## config.mk

```make
export PLATFORM = sky130hd
export DESIGN_NAME = router_pkt_fifo
export DESIGN_NICKNAME = d
export VERILOG_FILES = /design/src/rtl/router_pkg.sv /design/src/rtl/router_pkt_tracker.sv /design/src/rtl/router_pkt_fifo.sv
export SDC_FILE = /design/constraint.sdc
export NUM_CORES = 1
export LEC_CHECK = 0
export ABC_AREA = 0
export CORE_ASPECT_RATIO = 1.5
export CORE_UTILIZATION = 54
export DETAILED_ROUTE_END_ITERATION = 12
export PLACE_DENSITY_LB_ADDON = 0.15
export SYNTH_ARGS = -nofsm -noshare
export SYNTH_HDL_FRONTEND = slang
export SYNTH_SLANG_ARGS = --single-unit
```

## constraint.sdc

```tcl
create_clock -name clk -period 2.55 [get_ports clk]
set_input_delay 0.765 -clock clk [delete_from_list [all_inputs] [get_ports clk]]
set_output_delay 0.765 -clock clk [all_outputs]
set_load 0.05 [all_outputs]
```

## src/rtl/router_pkg.sv

```systemverilog
// Shared types and helpers for the router output-port FIFOs.
package router_pkg;

  localparam int unsigned DATA_W_DEF  = 8;
  localparam int unsigned LEN_LSB_DEF = 2;
  localparam int unsigned LEN_W_DEF   = 6;
  localparam int unsigned WORD_MAX    = 32;

  typedef struct packed {
    logic                  tag;
    logic [DATA_W_DEF-1:0] data;
  } fifo_entry_t;

  // Payload-length field of a header word, right-aligned.
  function automatic logic [WORD_MAX-1:0] pkt_len(input logic [WORD_MAX-1:0] data,
                                                  input int unsigned          lsb,
                                                  input int unsigned          width);
    logic [WORD_MAX-1:0] mask;
    mask = (WORD_MAX'(1) << width) - WORD_MAX'(1);
    return (data >> lsb) & mask;
  endfunction

endpackage

```

## src/rtl/router_pkt_tracker.sv

```systemverilog
// Remaining-word counter for the packet currently being read; flags the parity word.
module router_pkt_tracker
  import router_pkg::*;
#(
  parameter int unsigned DATA_W  = DATA_W_DEF,
  parameter int unsigned LEN_LSB = LEN_LSB_DEF,
  parameter int unsigned LEN_W   = LEN_W_DEF
) (
  input  logic              clk,
  input  logic              rst,
  input  logic              flush_i,
  input  logic              rd_accept_i,
  input  logic              tag_i,
  input  logic [DATA_W-1:0] data_i,
  output logic              pkt_last_o
);

  localparam logic [LEN_W:0] REM_ONE = 1;

  logic [LEN_W:0] remaining_q, remaining_d;
  logic [LEN_W:0] hdr_count;
  logic           pkt_last_q, pkt_last_d;

  // Header announces len payload words plus one parity word.
  assign hdr_count = (LEN_W+1)'(pkt_len(WORD_MAX'(data_i), LEN_LSB, LEN_W)) + REM_ONE;

  always_comb begin
    remaining_d = remaining_q;
    pkt_last_d  = 1'b0;
    if (flush_i) begin
      remaining_d = '0;
    end else if (rd_accept_i) begin
      if (tag_i) begin
        remaining_d = hdr_count;
      end else if (remaining_q == REM_ONE) begin
        remaining_d = '0;
        pkt_last_d  = 1'b1;
      end else if (remaining_q != '0) begin
        remaining_d = remaining_q - REM_ONE;
      end
    end
  end

  always_ff @(posedge clk) begin
    if (!rst) begin
      remaining_q <= '0;
      pkt_last_q  <= 1'b0;
    end else begin
      remaining_q <= remaining_d;
      pkt_last_q  <= pkt_last_d;
    end
  end

  assign pkt_last_o = pkt_last_q;

endmodule

```

## src/rtl/router_pkt_fifo.sv

```systemverilog
// Packet-aware synchronous FIFO for one router destination channel.
module router_pkt_fifo
  import router_pkg::*;
#(
  parameter int unsigned DATA_W   = DATA_W_DEF,
  parameter int unsigned DEPTH    = 16,
  parameter int unsigned LEN_LSB  = LEN_LSB_DEF,
  parameter int unsigned LEN_W    = LEN_W_DEF,
  parameter int unsigned AF_LEVEL = DEPTH - 2
) (
  input  logic                     clk,
  input  logic                     rst,
  input  logic                     soft_rst,
  input  logic                     we,
  input  logic                     lfd_state,
  input  logic [DATA_W-1:0]        din,
  input  logic                     re,
  output logic [DATA_W-1:0]        dout,
  output logic                     dout_valid,
  output logic                     pkt_last,
  output logic                     empty,
  output logic                     full,
  output logic                     almost_full,
  output logic [$clog2(DEPTH):0]   count,
  output logic                     overflow
);

  localparam int unsigned    ADDR_W  = $clog2(DEPTH);
  localparam logic [ADDR_W:0] PTR_ONE = 1;
  localparam logic [ADDR_W:0] AF_CNT  = (ADDR_W+1)'(AF_LEVEL);

  typedef struct packed {
    logic              tag;
    logic [DATA_W-1:0] data;
  } entry_t;

  entry_t            mem_q [DEPTH];
  entry_t            rd_entry;
  logic [ADDR_W:0]   wr_ptr_q, wr_ptr_d;
  logic [ADDR_W:0]   rd_ptr_q, rd_ptr_d;
  logic [DATA_W-1:0] dout_q, dout_d;
  logic              dout_valid_q, dout_valid_d;
  logic              overflow_q, overflow_d;
  logic              wr_ok, rd_ok;

  assign empty       = (wr_ptr_q == rd_ptr_q);
  assign full        = (wr_ptr_q[ADDR_W-1:0] == rd_ptr_q[ADDR_W-1:0]) &&
                       (wr_ptr_q[ADDR_W] != rd_ptr_q[ADDR_W]);
  assign count       = wr_ptr_q - rd_ptr_q;
  assign almost_full = (count >= AF_CNT);

  // A full FIFO still takes a write when the same cycle frees a slot.
  assign rd_ok    = re && !empty;
  assign wr_ok    = we && (!full || re);
  assign rd_entry = mem_q[rd_ptr_q[ADDR_W-1:0]];

  // NOTE: every signal assigned in always_comb gets a default first, so no latch is inferred.
  always_comb begin
    wr_ptr_d     = wr_ptr_q;
    rd_ptr_d     = rd_ptr_q;
    dout_d       = dout_q;
    dout_valid_d = 1'b0;
    overflow_d   = overflow_q;
    if (soft_rst) begin
      wr_ptr_d   = '0;
      rd_ptr_d   = '0;
      dout_d     = '0;
      overflow_d = 1'b0;
    end else begin
      if (wr_ok) wr_ptr_d = wr_ptr_q + PTR_ONE;
      if (we && !wr_ok) overflow_d = 1'b1;
      if (rd_ok) begin
        rd_ptr_d     = rd_ptr_q + PTR_ONE;
        dout_d       = rd_entry.data;
        dout_valid_d = 1'b1;
      end
    end
  end

  // NOTE: sequential state is updated with non-blocking assignments only.
  always_ff @(posedge clk) begin
    if (!rst) begin
      wr_ptr_q     <= '0;
      rd_ptr_q     <= '0;
      dout_q       <= '0;
      dout_valid_q <= 1'b0;
      overflow_q   <= 1'b0;
    end else begin
      wr_ptr_q     <= wr_ptr_d;
      rd_ptr_q     <= rd_ptr_d;
      dout_q       <= dout_d;
      dout_valid_q <= dout_valid_d;
      overflow_q   <= overflow_d;
    end
  end

  // NOTE: storage is not reset; pointers alone define which entries are live.
  always_ff @(posedge clk) begin
    if (rst && !soft_rst && wr_ok) begin
      mem_q[wr_ptr_q[ADDR_W-1:0]] <= '{tag: lfd_state, data: din};
    end
  end

  router_pkt_tracker #(
    .DATA_W  (DATA_W),
    .LEN_LSB (LEN_LSB),
    .LEN_W   (LEN_W)
  ) u_tracker (
    .clk         (clk),
    .rst         (rst),
    .flush_i     (soft_rst),
    .rd_accept_i (rd_ok),
    .tag_i       (rd_entry.tag),
    .data_i      (rd_entry.data),
    .pkt_last_o  (pkt_last)
  );

  assign dout       = dout_q;
  assign dout_valid = dout_valid_q;
  assign overflow   = overflow_q;

endmodule
```

Yosys cells after proc, flatten, opt, wreduce, memory -nomap -nowiden
Memory sizes are Yosys's and may differ from the RTL's. A register that Yosys moved wholly into a read port is not among the register bits. Index checks and enable logic that the tools add are counted.

Register bits after elaboration: 28. Latch bits: 0. Memory bits (writable): 144. Bits in read-only memories: 0. Input bits: 14. Output and inout bits: 19. Memories: 1.

$add $sub $neg: 5. Multiply operators: 0. Divide/modulo/power cells: 0. Order comparisons: 1. Equality and inequality tests: 4. Shift operators: 0. Muxes and demuxes: 9. Bitwise operators: 2. Reductions and logical operators: 16.

Memories: mem_q (depth 16, width 9, rd ports 1, clocked after Yosys merged registers in 1, wr ports 1, RTL line router_pkt_fifo.sv:37) `entry_t mem_q [DEPTH];`.

Operators with widths (number): 7-bit 2-to-1 mux (3); 5-bit by 1-bit adder with 5-bit output, second input constant (2); 4-bit 2-to-1 mux (2); 6-bit by 1-bit adder with 7-bit output, second input constant (1); 7-bit by 1-bit == test with 1-bit output, second input constant (1); 7-bit nonzero test (1); 7-bit by 1-bit subtractor with 7-bit output, second input constant (1); 1-bit logical AND (6); 5-bit == test (1); 5-bit by 4-bit >= comparator with 1-bit output, second input constant (1); 5-bit subtractor (1); 4-bit == test (1); 1-bit zero test (4); 1-bit 2-to-1 mux (4); 4-bit OR reduction (1); 3-bit nonzero test (1); 1-bit inverter (2); 2-bit AND reduction (1); 2-bit OR reduction (1); 1-bit logical OR (1); 1-bit inequality test (1).

Logic depth before layout (Yosys ltp)
Gate-level depths: netlist (run 1).

Depth in word-level cells: 8. Depth in mapped cells: 11. Mapped depth without buffers: 8.

Modules after synthesis
A second synthesis (run 1) with hierarchy kept.

Cells, all modules: 453. Area, all modules: 7315.8 um2.

By module, submodules not included: router_pkt_fifo (instances 1, cells each 378, area an instance 6723.9 um2); router_pkt_tracker (instances 1, cells each 75, area an instance 591.8 um2).

Worst setup path before layout (run 1)
OpenSTA, ideal clock, no wires.

Path type: register to output. From: register wr_ptr_q[0]. To: output almost_full. Arrival time: 2374 ps. Data required time: 1785 ps. Setup slack: -589 ps. Stages on the path, launching flop included: 9. Buffers on the path: 0. Path through: dfxtp_1 -> inv_1 -> ha_1 -> inv_1 -> fa_1 -> a21o_1 -> a21oi_1 -> xnor2_1 -> a31o_2.

Longest elaborated chain between the ends: 2.

Ends and longest elaborated chain: start: declaration (RTL line router_pkt_fifo.sv:39) `logic [ADDR_W:0] wr_ptr_q, wr_ptr_d;`; start signal: assignment (RTL line router_pkt_fifo.sv:89) `wr_ptr_q <= wr_ptr_d;`; 5-bit subtractor (RTL line router_pkt_fifo.sv:49) `assign count = wr_ptr_q - rd_ptr_q;`; named net count[4] (RTL line router_pkt_fifo.sv:24) `output logic [$clog2(DEPTH):0] count,`; 5-bit by 4-bit >= comparator with 1-bit output (RTL line router_pkt_fifo.sv:50) `assign almost_full = (count >= AF_CNT);`; end: declaration (RTL line router_pkt_fifo.sv:23) `output logic almost_full,`.

The timed path passes the listed nets, and every way through them passes these cells.

Final worst setup path (run 1)
From: register wr_ptr_q[0]. To: output almost_full.

Longest elaborated chain between the ends: 2.

Ends and longest elaborated chain (RTL line): 5-bit subtractor (router_pkt_fifo.sv:49); 5-bit by 4-bit >= comparator with 1-bit output (router_pkt_fifo.sv:50).

Every way passes these cells.

==> impl_metrics.env, run 1 <==
export IMPL_status="finished, violations left"
export IMPL_failed_checks="negative setup slack"
export IMPL_clock_sinks=176
export IMPL_drcViolationCount=0
export IMPL_p_clk_share_pct=43.2
export IMPL_clkTransAtPathRegs_ns=0.07
export IMPL_cp_slowest_cell="fa_2"
export IMPL_p_int_w=0.00478
export IMPL_htree_levels=4
export IMPL_worst_ep_arrival_time_ns=2.17
export IMPL_cpMostUsedCell="inv_2"
export IMPL_crit_path_end_kind="primary output"
export IMPL_overflow=0
export IMPL_dr_first_iter_drc_count=310
export IMPL_port_buffers=32
export IMPL_synth_seq_cells=176
export IMPL_p_leak_nw=3.07
export IMPL_yosysUniqueCellTypes=43
export IMPL_setup_violations=5
export IMPL_synth_fp_nets=455
export IMPL_syn_area_um2=7160
export IMPL_syn_area_per_cell_um2=16.7
export IMPL_place_congestion=0.790
export IMPL_grt_max_degree=31
export IMPL_antenna_cells=0
export IMPL_synthCells=428
export IMPL_start_util_pct=55.3
export IMPL_rsz0062_at_grt="true"
export IMPL_critical_path_class="flip-flop to primary output"
export IMPL_rows=51
export IMPL_synth_ff_type="edfxtp_1"
export IMPL_syn_to_final_growth_pct=26.7
export IMPL_num_io_pins=33
export IMPL_max_slew_margin_pct=56.9
export IMPL_p_comb_share_pct=4.8
export IMPL_max_freq_mhz=341
export IMPL_layout_nets=563
export IMPL_hold_buffers=0
export IMPL_switchingPower_w=0.00122
export IMPL_ant_nets=0
export IMPL_critical_path_startpoint="wr_ptr_q[0]"
export IMPL_fillers=845
export IMPL_cts_tree="built"
export IMPL_routed_via_density=5.83
export IMPL_switching_share_pct=20.3
export IMPL_hold_depth=2
export IMPL_root_buffer="clkbuf_16"
export IMPL_worstPathCellList="inv_2, ha_4, inv_2, fa_2, a21o_1, a21oi_4, xnor2_4, a31o_4, buf_12"
export IMPL_clkLatencyLatePin_ns=0.42
export IMPL_yosysTopAreaCell="edfxtp_1"
export IMPL_pre_cts_ws_ns=-0.0744
export IMPL_vdd_drop_max_mv=0.470
export IMPL_power_density_nw_per_um2=660
export IMPL_min_path_type="flip-flop to flip-flop"
export IMPL_reg2reg_depth=10
export IMPL_firstDrtPassIters=5
export IMPL_startpoint_type="flip-flop"
export IMPL_crit_fanout=2
export IMPL_totalWireLength_um=15200
export IMPL_ys_warn_count=0
export IMPL_hold_viol=0
export IMPL_pwr_share_seq_pct=52.1
export IMPL_synth_top_area_share_pct=60.4
export IMPL_dieHeight_um=143
export IMPL_fin_crit_sh_pct=115
export IMPL_grt_pass1_wl_um=22600
export IMPL_die_w_um=96.0
export IMPL_min_period_ns=2.93
export IMPL_setup_ws_ns=-0.385
export IMPL_drive_gt1_share_pct=34.2
export IMPL_final_common_cell="edfxtp_1"
export IMPL_cap_violations=0
export IMPL_most_common_layout_cells="144 x edfxtp_1, 66 x buf_4, 38 x mux4_2"
export IMPL_drt_wirelength_per_cell_um=21.5
export IMPL_track_usage_pct=23.8
export IMPL_finClkSkew_ns=0.00841
export IMPL_postLayoutCoreUtil_pct=70.1
export IMPL_core_region_area_um2=13000
export IMPL_vias=4131
export IMPL_die_area_um2=13700
export IMPL_required_ns=1.79
export IMPL_clockBufferDepth=2
export IMPL_synth_area_leaders="edfxtp_1 60%, mux4_2 11%, dfxtp_1 8.9%, ha_1 2.1%, nand2_1 1.9%"
export IMPL_async_flop_share_pct=0
export IMPL_cp_slowest_stage_delay_ns=0.33
export IMPL_min_from="dout[5]"
export IMPL_numCtsBuffers=17
export IMPL_fin_setup_tns_ns=-0.950
export IMPL_tightest_slew_ns=0.645
export IMPL_synth_edf_count=144
export IMPL_slew_violations=0
export IMPL_hpwl_um=10200
export IMPL_antenna_found_initial=0
export IMPL_ys_seq_area_share_pct=69.3
export IMPL_grt_pass1_vias=4131
-- synthesized netlist by cell type (2+ instances only) --
cell type,number
nand4_1,5
mux2i_1,3
nand2_1,36
a22oi_1,10
a31oi_1,2
o31a_1,3
nand3_1,4
nand2b_1,4
buf_2,5
xnor2_1,8
and3_1,2
mux4_2,35
nor3_1,7
nor2_1,32
o22ai_1,2
xor2_1,8
dfxtp_1,32
buf_6,4
a21oi_1,16
a21o_1,2
or3_1,3
edfxtp_1,144
nor2b_1,5
ha_1,12
inv_1,11
buf_1,3
o21ai_0,3
o21ai_1,3
nor4_1,2
clkbuf_1,5
mux4_1,5
-- flip-flops by register name, indices dropped and copies added (netlist names), named ones only --
| signal | count |
|---|---|
| u_tracker.remaining_q | 7 |
| rd_ptr_q | 5 |
| dout | 8 |
| mem_q | 144 |
| wr_ptr_q | 5 |
| dout_valid | 1 |
| u_tracker.pkt_last_o | 1 |
| overflow | 1 |
-- final cells by class --
cell class	count	area (µm²)	area share [%]
inverters	11	43.8	0.482
multi-input cells	223	2220	24.5
well taps	159	199	2.19
flip-flops and latches	176	4970	54.8
clock buffers	17	425	4.69
repair buffers	107	1040	11.5
clock inverters	15	166	1.83
-- kinds of logic (layout without fill, tap and decap cells) --
family / after synthesis / in the layout / synth area share, %
buffers and inverters: 29 / 150 / 2.08
XOR/XNOR: 16 / 16 / 1.96
adder cells (fa/ha/maj): 13 / 13 / 2.38
multiplexers: 43 / 43 / 13.3
AND/OR/NAND/NOR: 103 / 103 / 6.59
AO/OA/AOI/OAI: 48 / 48 / 4.42
flip-flops: 176 / 176 / 69.3
-- power by group through the flow --
stage	Clock [W]	Combinational, W	Sequential (W)
2_1_floorplan	0	0.000124	0.00319
3_3_place_gp	0	0.000260	0.00318
3_5_place_dp	0	0.000263	0.00318
4_1_cts	0.00261	0.000273	0.00312
5_1_grt	0.00273	0.000307	0.00312
6_report	0.00259	0.000286	0.00312
-- worst paths after layout --
| path | slack (ns) | to |
|---|---|---|
| setup reg to reg | 0.07 | u_tracker.remaining_q[2] |
| hold / removal | 0.46 | dout[5] |
| hold reg to reg | 0.46 | dout[5] |
| setup / recovery | -0.38 | almost_full |
-- through the flow --
step                instances  total power, W  hold WS [ns]  instance area [µm²]
CTS                       696         0.00601         0.458                 8920
detailed placement        657         0.00345         0.448                 8180
floorplan                 428         0.00331         0.449                 7230
global placement          657         0.00344         0.444                 8180
global route              708         0.00616         0.476                 9080
finish                    708         0.00599         0.456                 9080
-- layer usage --
layer | vias to the layer above | share of wire, % | track usage, %
li1 | 1882 | - | -
met1 | 2063 | 37 | 27.7
met2 | 155 | 55 | 42.3
met3 | 31 | 5.1 | 4.53
met4 | 0 | 2.8 | 10.1
met5 | - | 0 | 0
-- worst max-delay path: cells and delay by family, from the launching register on --
kind | cells | cell delay [ns]
AO/OA/AOI/OAI | 3 | 0.63
XOR/XNOR | 1 | 0.08
adder cells (fa/ha/maj) | 2 | 0.45
buffers and inverters | 3 | 0.25
flip-flops | 1 | 0.32
-- repair_timing --
item / CTS / global route
buffers inserted: 7 / 11
setup endpoints to repair: 6 / 146
pin swaps: 10 / 13
cloned: 0 / 1
resized for setup: 24 / 19
Power figures use the tool's default switching activity.
==> run 2, diff against run 1 <==
--- a/config.mk
+++ b/config.mk
@@ -9,6 +9,7 @@
 export CORE_ASPECT_RATIO = 1.5
 export CORE_UTILIZATION = 54
 export DETAILED_ROUTE_END_ITERATION = 12
+export MAX_ROUTING_LAYER = met4
 export PLACE_DENSITY_LB_ADDON = 0.15
 export SYNTH_ARGS = -nofsm -noshare
 export SYNTH_HDL_FRONTEND = slang
==> impl_metrics.env, run 2 (synthesis results as in run 1) <==
export IMPL_die_area_um2=13700
export IMPL_critical_path_class="flip-flop to primary output"
export IMPL_power_density_nw_per_um2=660
export IMPL_grt_util_met1_pct=27.5
export IMPL_cap_violations=0
export IMPL_htree_levels=4
export IMPL_routed_via_density=5.86
export IMPL_cp_slowest_cell="fa_2"
export IMPL_startpoint_type="flip-flop"
export IMPL_worst_ep_arrival_time_ns=2.17
export IMPL_register_area_um2=4970
export IMPL_num_io_pins=33
export IMPL_p_leak_nw=3.07
export IMPL_vias=4148
export IMPL_finClkSkew_ns=0.0117
export IMPL_hold_buffers=0
export IMPL_failed_checks="negative setup slack"
export IMPL_grtUsageMet3_pct=4.37
export IMPL_fin_setup_tns_ns=-0.966
export IMPL_syn_to_final_growth_pct=26.7
export IMPL_hold_depth=2
export IMPL_cts_tree="built"
export IMPL_track_usage_pct=24.5
export IMPL_vdd_drop_max_mv=0.473
export IMPL_antenna_found_initial=0
export IMPL_dr_first_iter_drc_count=368
export IMPL_place_congestion=0.801
export IMPL_ant_nets=0
export IMPL_drive_gt1_share_pct=34.2
export IMPL_rows=51
export IMPL_grtUsageMet2_pct=42.4
export IMPL_setup_ws_ns=-0.388
export IMPL_die_w_um=96.0
export IMPL_grt_max_degree=31
export IMPL_cp_slowest_stage_delay_ns=0.33
export IMPL_crit_path_end_kind="primary output"
export IMPL_antenna_cells=0
export IMPL_hpwl_um=10200
export IMPL_cp_num_buf_inv=3
export IMPL_largest_register_ffs=144
export IMPL_slew_violations=0
export IMPL_fillers=845
export IMPL_port_buffers=32
export IMPL_setup_violations=5
export IMPL_grt_pass1_wl_um=22600
export IMPL_grt_pass1_vias=4150
export IMPL_firstDrtPassIters=4
export IMPL_reg2reg_depth=10
export IMPL_status="finished, violations left"
export IMPL_max_slew_margin_pct=57.4
export IMPL_layout_nets=563
export IMPL_tightest_slew_ns=0.637
export IMPL_critPathTopFamily="compound AO/OA/AOI/OAI gates"
export IMPL_dp_cells=657
export IMPL_dieHeight_um=143
export IMPL_clkLatencyLatePin_ns=0.42
export IMPL_reg2reg_slack_ns=0.07
export IMPL_totalWireLength_um=15200
export IMPL_multi_input_area_um2=2220
export IMPL_critical_path_depth=9
export IMPL_crit_fanout=2
export IMPL_drcViolationCount=0
export IMPL_overflow=0
export IMPL_core_region_area_um2=13000
export IMPL_top_usage_layer="met2"
export IMPL_min_period_ns=2.94
export IMPL_clkTransAtPathRegs_ns=0.07
export IMPL_max_freq_mhz=340
export IMPL_hold_viol=0
export IMPL_cpMostUsedCell="inv_2"
export IMPL_root_buffer="clkbuf_16"
export IMPL_rsz0062_at_grt="true"
export IMPL_finalNonFillerCells=708
export IMPL_clock_sinks=176
export IMPL_most_common_layout_cells="144 x edfxtp_1, 66 x buf_4, 38 x mux4_2"
export IMPL_required_ns=1.79
export IMPL_clockBufferDepth=2
export IMPL_worstPathCellList="inv_2, ha_4, inv_2, fa_2, a21o_1, a21oi_4, xnor2_4, a31o_4, buf_12"
export IMPL_start_util_pct=55.3
export IMPL_final_common_cell="edfxtp_1"
export IMPL_min_path_type="flip-flop to flip-flop"
export IMPL_fin_crit_sh_pct=115
export IMPL_drt_wirelength_per_cell_um=21.5
export IMPL_numCtsBuffers=17
## run 2: cell counts in the layout (fill, tap and decap cells not counted)
Identical to the previous run, type by type.
## run 2: stage by stage
stage / utilization, % / worst slack [ns] / total power (W) / hold WS [ns] / area (µm²)
global route: 70.1 / -0.455 / 0.00616 / 0.476 / 9080
finish: 70.1 / -0.388 / 0.00599 / 0.456 / 9080
global placement: 63.1 / -0.0434 / 0.00344 / 0.444 / 8180
detailed placement: 63.1 / -0.0744 / 0.00345 / 0.448 / 8180
floorplan: - / -0.182 / 0.00331 / 0.449 / 7230
CTS: 68.8 / -0.390 / 0.00601 / 0.458 / 8920
## run 2: final timing paths
check / start / end
worst max-delay path: wr_ptr_q[0] / almost_full
worst min-delay path: dout[5] / dout[5]
worst max register to register: flip-flop / u_tracker.remaining_q[2]
worst min register to register: dout[5] / dout[5]
## run 2: layout make-up
cell class / count / share of cell area [%]
Sequential cell: 176 / 54.8
Multi-Input combinational cell: 223 / 24.5
Timing Repair Buffer: 107 / 11.5
Clock buffer: 17 / 4.69
Tap cell: 159 / 2.19
Clock inverter: 15 / 1.83
Inverter: 11 / 0.482
## run 2: worst reg2reg max path: stages, from the launching register on
cell and delay, ns:
dfxtp_2 0.34, buf_12 0.15, buf_4 0.15, clkbuf_16 0.15, mux4_2 0.51, a22oi_1 0.19
nand2_1 0.11, ha_2 0.21, xnor2_1 0.12, a2111o_1 0.40, o31ai_1 0.07
## run 2: per-layer routing
layer | part of all wire [%] | routed length, µm
met4 | 2.7 | 407
met5 | 0 | 0
met2 | 55 | 8360
met1 | 38 | 5820
met3 | 4.0 | 602
## run 2: repair_timing
action	in CTS	in global routing
endpoints found under the hold margin	0	0
gates cloned	0	1
setup buffers	7	11
setup endpoints to repair	6	146
resized for setup	24	19
pin swaps	10	13
## run 2: power breakdown
group	switching, W	total (W)	leakage, nW	internal [W]
registers	0.00000580	0.00312	1.56	0.00311
logic	0.000159	0.000286	1.23	0.000127
clock network	0.00105	0.00258	0.288	0.00153
